===== src/rtl/datapath_resp.sv =====
// rtl/datapath_resp.sv - ALU plus 32-word data memory returning one registered result
//
// Ports:
//   clk, rst          rising-edge clock, asynchronous active-high reset
//   operand1          ALU operand A / memory base address
//   operand2          ALU operand B / store data
//   offset            address offset / ALU immediate
//   opcode            ALU operation select (4'b1111 = hold)
//   sel1              result2 source: 1 = ALU register, 0 = memory read register
//   sel3              address source: 1 = operand1+offset, 0 = operand1
//   w_r               memory write enable (ignored while clearing)
//   result2           sel1 ? alu_q : mem_q
//   zero, carry       registered ALU flags
//   busy              high while the memory clear sequence runs
module datapath_resp #(
    parameter int DATA_WIDTH = 8,
    parameter int ADDR_BITS  = 5
) (
    input  logic                  clk,
    input  logic                  rst,
    input  logic [DATA_WIDTH-1:0] operand1,
    input  logic [DATA_WIDTH-1:0] operand2,
    input  logic [DATA_WIDTH-1:0] offset,
    input  logic [3:0]            opcode,
    input  logic                  sel1,
    input  logic                  sel3,
    input  logic                  w_r,
    output logic [DATA_WIDTH-1:0] result2,
    output logic                  zero,
    output logic                  carry,
    output logic                  busy
);

    localparam int DEPTH = 1 << ADDR_BITS;
    localparam logic [0:0] ST_CLEAR = 1'b0;
    localparam logic [0:0] ST_RUN   = 1'b1;
    localparam logic [ADDR_BITS-1:0]  CNT_ONE  = 1;
    localparam logic [DATA_WIDTH:0]   WIDE_ONE = 1;

    logic [0:0]            state_q, state_d;
    logic [ADDR_BITS-1:0]  clr_cnt_q, clr_cnt_d;
    logic [DATA_WIDTH-1:0] alu_q, alu_d;
    logic [DATA_WIDTH-1:0] mem_q, mem_d;
    logic                  zero_q, zero_d;
    logic                  carry_q, carry_d;

    logic [DATA_WIDTH-1:0] ram [DEPTH];
    logic                  ram_we;
    logic [ADDR_BITS-1:0]  ram_waddr;
    logic [DATA_WIDTH-1:0] ram_wdata;

    logic [DATA_WIDTH-1:0]   eff_sum;
    logic [ADDR_BITS-1:0]    eff_addr;
    logic [DATA_WIDTH:0]     wide;
    logic [2*DATA_WIDTH-1:0] prod;
    logic [DATA_WIDTH-1:0]   res;
    logic                    cy;
    logic                    unused_ok;

    // Address arithmetic wraps inside the memory: only the low bits are kept.
    assign eff_sum  = operand1 + offset;
    assign eff_addr = sel3 ? eff_sum[ADDR_BITS-1:0] : operand1[ADDR_BITS-1:0];
    assign prod     = operand1 * operand2;
    assign unused_ok = ^{eff_sum[DATA_WIDTH-1:ADDR_BITS], prod[2*DATA_WIDTH-1:DATA_WIDTH]};

    always_comb begin
        wide = '0;
        res  = '0;
        cy   = 1'b0;
        case (opcode)
            4'b0000: begin wide = {1'b0, operand1} + {1'b0, operand2}; res = wide[DATA_WIDTH-1:0]; cy = wide[DATA_WIDTH]; end
            // Top bit of the widened difference is the borrow.
            4'b0001: begin wide = {1'b0, operand1} - {1'b0, operand2}; res = wide[DATA_WIDTH-1:0]; cy = wide[DATA_WIDTH]; end
            4'b0010: res = operand1 & operand2;
            4'b0011: res = operand1 | operand2;
            4'b0100: res = operand1 ^ operand2;
            4'b0101: res = ~operand1;
            4'b0110: res = operand1 << operand2[2:0];
            4'b0111: res = operand1 >> operand2[2:0];
            4'b1000: begin wide = {1'b0, operand1} + WIDE_ONE; res = wide[DATA_WIDTH-1:0]; cy = wide[DATA_WIDTH]; end
            4'b1001: begin wide = {1'b0, operand1} - WIDE_ONE; res = wide[DATA_WIDTH-1:0]; cy = wide[DATA_WIDTH]; end
            4'b1010: res = operand1;
            4'b1011: res = operand2;
            4'b1100: begin wide = {1'b0, operand1} + {1'b0, offset}; res = wide[DATA_WIDTH-1:0]; cy = wide[DATA_WIDTH]; end
            4'b1101: res = {{(DATA_WIDTH-1){1'b0}}, (operand1 < operand2)};
            4'b1110: res = prod[DATA_WIDTH-1:0];
            default: res = '0;
        endcase
    end

    always_comb begin
        alu_d   = alu_q;
        zero_d  = zero_q;
        carry_d = carry_q;
        if (opcode != 4'b1111) begin
            alu_d   = res;
            zero_d  = (res == '0);
            carry_d = cy;
        end
    end

    always_comb begin
        state_d   = state_q;
        clr_cnt_d = clr_cnt_q;
        mem_d     = mem_q;
        ram_we    = 1'b0;
        ram_waddr = eff_addr;
        ram_wdata = operand2;
        if (state_q == ST_CLEAR) begin
            ram_we    = 1'b1;
            ram_waddr = clr_cnt_q;
            ram_wdata = '0;
            clr_cnt_d = clr_cnt_q + CNT_ONE;
            if (clr_cnt_q == '1) begin
                state_d = ST_RUN;
            end
        end else begin
            // Read-first: the read sees the array before this edge's write.
            mem_d  = ram[eff_addr];
            ram_we = w_r;
        end
    end

    always_ff @(posedge clk or posedge rst) begin
        if (rst) begin
            state_q   <= ST_CLEAR;
            clr_cnt_q <= '0;
            alu_q     <= '0;
            mem_q     <= '0;
            zero_q    <= 1'b1;
            carry_q   <= 1'b0;
        end else begin
            state_q   <= state_d;
            clr_cnt_q <= clr_cnt_d;
            alu_q     <= alu_d;
            mem_q     <= mem_d;
            zero_q    <= zero_d;
            carry_q   <= carry_d;
        end
    end

    // The array has no reset; the clear sequence zeroes it. Reset blocks any write.
    always_ff @(posedge clk) begin
        if (ram_we && !rst) begin
            ram[ram_waddr] <= ram_wdata;
        end
    end

    assign result2 = sel1 ? alu_q : mem_q;
    assign zero    = zero_q;
    assign carry   = carry_q;
    assign busy    = (state_q == ST_CLEAR);

endmodule


===== config.mk =====
export PLATFORM = sky130hd
export DESIGN_NAME = datapath_resp
export DESIGN_NICKNAME = d
export VERILOG_FILES = /design/src/rtl/datapath_resp.sv
export SDC_FILE = /design/constraint.sdc
export NUM_CORES = 1
export LEC_CHECK = 0
export ABC_AREA = 1
export ABC_CLOCK_PERIOD_IN_PS = 1900
export CAP_MARGIN = 20
export CORE_ASPECT_RATIO = 0.8
export CORE_MARGIN = 3
export CORE_UTILIZATION = 55
export CTS_BUF_LIST = sky130_fd_sc_hd__clkbuf_4 sky130_fd_sc_hd__clkbuf_8
export CTS_CLUSTER_SIZE = 30
export DETAILED_ROUTE_END_ITERATION = 8
export PLACE_DENSITY = 0.73
export SETUP_SLACK_MARGIN = 0.3
export SLEW_MARGIN = 40
export SYNTH_ARGS = -nofsm -noshare
export SYNTH_HDL_FRONTEND = slang
export SYNTH_SLANG_ARGS = --single-unit

===== constraint.sdc =====
create_clock -name clk -period 1.9 [get_ports clk]
set_input_delay 0.38 -clock clk [delete_from_list [all_inputs] [get_ports clk]]
set_output_delay 0.38 -clock clk [all_outputs]
set_load 0.05 [all_outputs]

# == Word-level counts from Yosys, hierarchy flattened ==
# Memory sizes are Yosys's and may differ from the RTL's. A register that Yosys moved wholly into a read port is not among the register bits.
# Cells that the tools add are included.
# totals
output_inout_bits,11
wordCells,53
regBits,16
ramBits,256
mem_count,1
input_bits,33
# classes
shift,2
mul,1
eq_ne,16
add_sub_neg,7
bitwise_logic,5
muxes,11
n_reduce_logical,4
order_cmp,1
# memory_table
memory,words,word_bits,read_ports,rd_ports_with_merged_regs,wr,line,rtl
ram,32,8,1,1,1,47,logic [DATA_WIDTH-1:0] ram [DEPTH];
# op_table
op,count
8-bit one-hot mux with 15 select lines,1
"4-bit equality test, second input constant",7
8-bit by 8-bit adder with 9-bit output,2
"4-bit by 3-bit equality test with 1-bit output, second input constant",4
8-bit two-way mux,2
5-bit two-way mux,2
"8-bit by 1-bit adder with 9-bit output, second input constant",1
"8-bit by 1-bit subtractor with 9-bit output, second input constant",1
8-bit by 8-bit subtractor with 9-bit output,1
8-bit AND,1
"4-bit by 2-bit equality test with 1-bit output, second input constant",2
8-bit logical NOT,1
8-bit less-than comparator,1
8-bit by 8-bit multiplier with 8-bit output,1
8-bit inverter,1
8-bit bitwise OR,1
8-bit by 3-bit left shift with 8-bit output,1
8-bit by 3-bit >> shifter with 8-bit output,1
8-bit XOR,1
"5-bit by 1-bit adder with 5-bit output, second input constant",1
5-bit adder,1
"5-bit equality test, second input constant",1
1-bit two-way mux,5
1-bit one-hot mux with 5 select lines,1
other kinds (6),6

# == Logic depth before layout (Yosys ltp) ==
# depth
depth_word,4
ltp_mapped,26
mapped_depth_nobuf,24

# == Worst setup path after synthesis ==
# No wires, ideal clock.
# synth_timing
path_type,input -> register
startpoint,in operand2[2]
endpoint,reg zero_q (netlist: zero)
path_stages,20
t_arrival_ns,3.829
required_ns,1.833
setup_ns,0.067
setup_slack_ns,-1.996
n_path_buf,1
cell_sequence,clkbuf_1 > nand2_1 > fa_1 > fa_1 > inv_1 > fa_1 > inv_1 > fa_1 > inv_1 > ha_1 > nand3b_1 > nand3_1 > nand2_1 > inv_1 > nand4_1 > nor2_1 > nand2_1 > nor2_1 > nor2_1 > nor2_1
# synth_between
elab_chain_len,3
elab_cells_between_ends,11
# synth_lines
element,line,rtl
from (decl),22,"input logic [DATA_WIDTH-1:0] operand2,"
"8-bit by 8-bit multiplier with 8-bit output, or another cell as far along",63,assign prod = operand1 * operand2;
8-bit one-hot mux with 15 select lines *,70,case (opcode)
8-bit logical NOT *,97,zero_d = (res == '0);
to (signal assigned),137,zero_q <= zero_d;
to (decl),44,"logic zero_q, zero_d;"
# Every way passes the cells marked *; elsewhere a longest branch is shown, timed or not.
# A chain may end at the register's enable or synchronous reset.

# == Final worst setup path ==
# layout_timing
startpoint,in operand1[2]
endpoint,reg zero_q (netlist: zero)
# layout_between
elab_chain_len,3
elab_cells_between_ends,15
# layout_lines
element,line,rtl
from (decl),21,"input logic [DATA_WIDTH-1:0] operand1,"
"8-bit by 8-bit multiplier with 8-bit output, or another cell as far along",63,
8-bit one-hot mux with 15 select lines *,70,
8-bit logical NOT *,97,
# Marks and branches as above.

==> qor.yml <==
outcome:
  outcome: "finished, violations left"
  violations: "negative setup slack"
cts:
  clkTransAtPathRegs_ns: 0.08
  clockBufferDepth: 3
  clock_latency_ns: 0.57
  htreeDepth: 2
  cts_made_buffers: 39
  tritoncts: "done"
  clkSinkCount: 280
  cts_root_buffer: "clkbuf_8"
job:
  drv_cap: 0
logic_synthesis:
  syn_area_um2: 15200
  ys_ff_latch: 280
  synth_edf_count: 256
  yosys_warnings: 0
  synth_flop_cell: "edfxtp_1"
  synth_top_cell_by_area: "edfxtp_1"
  synth-async-reset-ratio_pct: 8.57
  synthCells: 1691
  synth_most_common_cell: "nand2_1"
  synth_fp_nets: 1792
  synth.distinct_cells: 40
  synth_top_area_share_pct: 50.5
  synth_common_cells: "360 x nand2_1, 259 x nor2_1, 256 x edfxtp_1"
  synthTopCellsByArea: "edfxtp_1 51%, nand2_1 8.9%, nor2_1 6.4%"
  syn_avg_cell_area_um2: 9.00
  ys_seq_area_share_pct: 54.5
pwr:
  power_frac_clock_pct: 29.0
  vdd_drop_max_mv: 0.955
  comb_power_share_pct: 29.8
  power_frac_seq_pct: 41.1
  p_int_mw: 11.2
  total_power_mw: 16.7
  swShare_pct: 32.8
  p_per_area_nw_per_um2: 781
  p_sw_mw: 5.49
  p_leak_nw: 8.80
final_layout:
  synthToLayoutAreaGrowth_pct: 40.9
  fin_util_pct: 80.2
  multiInputGateArea_um2: 7540
  nFillCells: 1545
  layout-drive-gt1-share_pct: 33.2
  fin_nets: 2124
  fin_area_um2: 21400
  ff_latch_area_um2: 8290
  diodes: 0
timing:
  fin_ws_ns: -1.46
  drv_slew: 0
  fin_crit_sh_pct: 177
  hold_viol_final: 0
  fmax_ghz: 0.298
  max-slew-margin-rel_pct: 55.6
  finClkSkew_ns: 0.0363
  setup_viol: 274
  rsz0062_at_grt: "yes"
  period_needed_ns: 3.36
  worst_pin_slew_ns: 0.664
setup_path:
  cp-end-kind: "register"
  critPathArrivalTime_ns: 3.86
  critPathTopFamily: "adder cells"
  critPathKind: "input port to register"
  cp.required_ns: 2.40
  endpoint: "zero$_DFFE_PP1P_"
  cp_max_fo: 4
  r2r-end: "ram[28][3]$_DFFE_PP_"
  critPathLaunchType: "input port"
  worstPathCellList: "buf_6, buf_8, nand2_4, fa_2, fa_1, inv_2, fa_1, inv_2, fa_1, inv_2, ha_4, nand3b_1, nand3_1, nand2_1, inv_1, nand4_1, nor2_2, nand2_1, nor2_1, nor2_1, nor2_1"
  cp.depth: 21
  worst_path_max_delay_cell: "fa_1"
  r2r_setup_slack_ns: -0.10
  critPathLaunch: "operand1[2]"
  rr_worst_depth: 7
  critPathMaxStageDelay_ns: 0.54
  crit_buf_inv: 6
  r2r_start: "state_q$_DFF_PP0_"
place:
  dp_slack_ns: -2.50
  gp_congestion: 1.06
  hpwl_um: 37500
  io_buffers: 43
  postPlaceCellArea_um2: 18700
global_route:
  track_usage_pct: 37.7
  grt_start_max_net_pins: 41
  use_met2_pct: 53.7
  gr-usage-met1_pct: 52.9
  grt_busiest_layer: "met2"
  use_met3_pct: 17.9
  overflow: 0
  antenna_found_initial: 0
  grt_first_pass_wirelength_um: 83000
  grt_pass1_vias: 14000
die:
  ioPinCount: 44
  rows: 53
  die_y_um: 155
  coreArea_um2: 26700
  dieArea_um2: 29700
  die_x_um: 192
  start_util_pct: 56.9
drt:
  post-route-drc-count: 0
  ant_nets: 0
  wl_per_cell_um: 24.6
  drtIter0Drc: 2216
  vias: 14700
  wirelength_um: 59400
  via_per_inst: 6.12
  first_pass_iters: 7
worst_hold_path:
  hold_path.class: "input port to asynchronous set/reset pin"
-- power groups by stage --
stage          clock, mW  sequential, mW  combinational, mW
6_report            4.86            6.88               4.99
5_1_grt             5.06            6.88               5.26
4_1_cts             4.66            6.88               4.46
2_1_floorplan          0            6.99               2.22
3_3_place_gp           0            7.00               3.72
3_5_place_dp           0            7.00               3.80
-- per-stage QoR --
step	TNS [ns]	cells	hold WS, ns
finish	-203.48	2409	0.202
CTS	-194.35	2394	0.210
global route	-217.62	2409	0.229
detailed placement	-481.06	2269	0.462
floorplan	-143.30	1691	0.394
global placement	-468.87	2269	0.466
-- layer usage --
layer / routed length, um / vias up
li1: - / 6439
met1: 23100 / 6989
met2: 25500 / 1134
met3: 9210 / 178
met4: 1590 / 0
met5: 0 / -
-- final cells by class --
cell class | count | share of cell area, %
Inverter | 156 | 2.94
Multi-Input combinational cell | 1182 | 35.2
Clock buffer | 48 | 2.82
Clock inverter | 22 | 0.730
Sequential cell | 280 | 38.7
Timing Repair Buffer | 364 | 17.6
Tap cell | 357 | 2.08
-- worst min-delay path by stage --
| stage | endpoint | cells past startpoint |
|---|---|---|
| detailed placement | alu_q[4]$_DFFE_PP0P_ | 1 |
| finish | clr_cnt_q[2]$_DFFE_PP0N_ | 3 |
| global route | clr_cnt_q[2]$_DFFE_PP0N_ | 3 |
| global placement | alu_q[4]$_DFFE_PP0P_ | 1 |
| CTS | clr_cnt_q[2]$_DFFE_PP0N_ | 3 |
| floorplan | alu_q[0]$_DFFE_PP0P_ | 1 |
-- sequential cells by signal, indices dropped and copies added (netlist names) --
| name | count |
|---|---|
| state_q | 1 |
| ram | 256 |
| mem_q | 8 |
| clr_cnt_q | 5 |
| carry | 1 |
| zero | 1 |
| alu_q | 8 |
-- placed cells by master, fill, tap and decap left out, types with 13 or more instances in the layout --
master	instances
nand2_2	17
clkdlybuf4s50_1	17
dfrtp_1	22
nor2_4	45
ha_4	23
edfxtp_1	256
nand2_1	331
ha_1	28
buf_4	231
nand4_1	25
buf_8	13
nor2_1	200
nor2_2	16
clkbuf_8	39
nand3_2	36
o22ai_1	24
o21ai_1	38
o21ai_0	108
inv_2	28
nand3_1	107
buf_6	39
a21oi_1	36
inv_1	117
o21ai_2	27
buf_12	48
-- worst reg2reg max path, stage by stage (launching register included) --
cell and delay [ns]:
dfrtp_2 0.44, buf_12 0.16, buf_4 0.16, o21ai_4 0.22, inv_2 0.10, nor2_4 0.18
nand2_4 0.13, nor2_4 0.27
-- cell families (layout without fill, tap and decap cells) --
group                    count (synthesis)  after routing  synth area share (%)
AND/OR/NAND/NOR                        824            824                  22.4
flip-flops                             280            280                  54.5
AO/OA/AOI/OAI                          277            277                  9.74
buffers and inverters                  229            590                  6.14
adder cells (fa/ha/maj)                 68             68                  6.33
XOR/XNOR                                 7              7                 0.403
multiplexers                             6              6                 0.444
-- what timing repair did --
action                     4_1_cts  5_1_grt
gates cloned                     6        1
gates resized for setup        295      103
setup buffers                   49       14
pin swaps                      124       94
setup endpoints to repair      284      284
hold buffers                     0        0
Note: power is estimated with default switching activity, not from simulation.
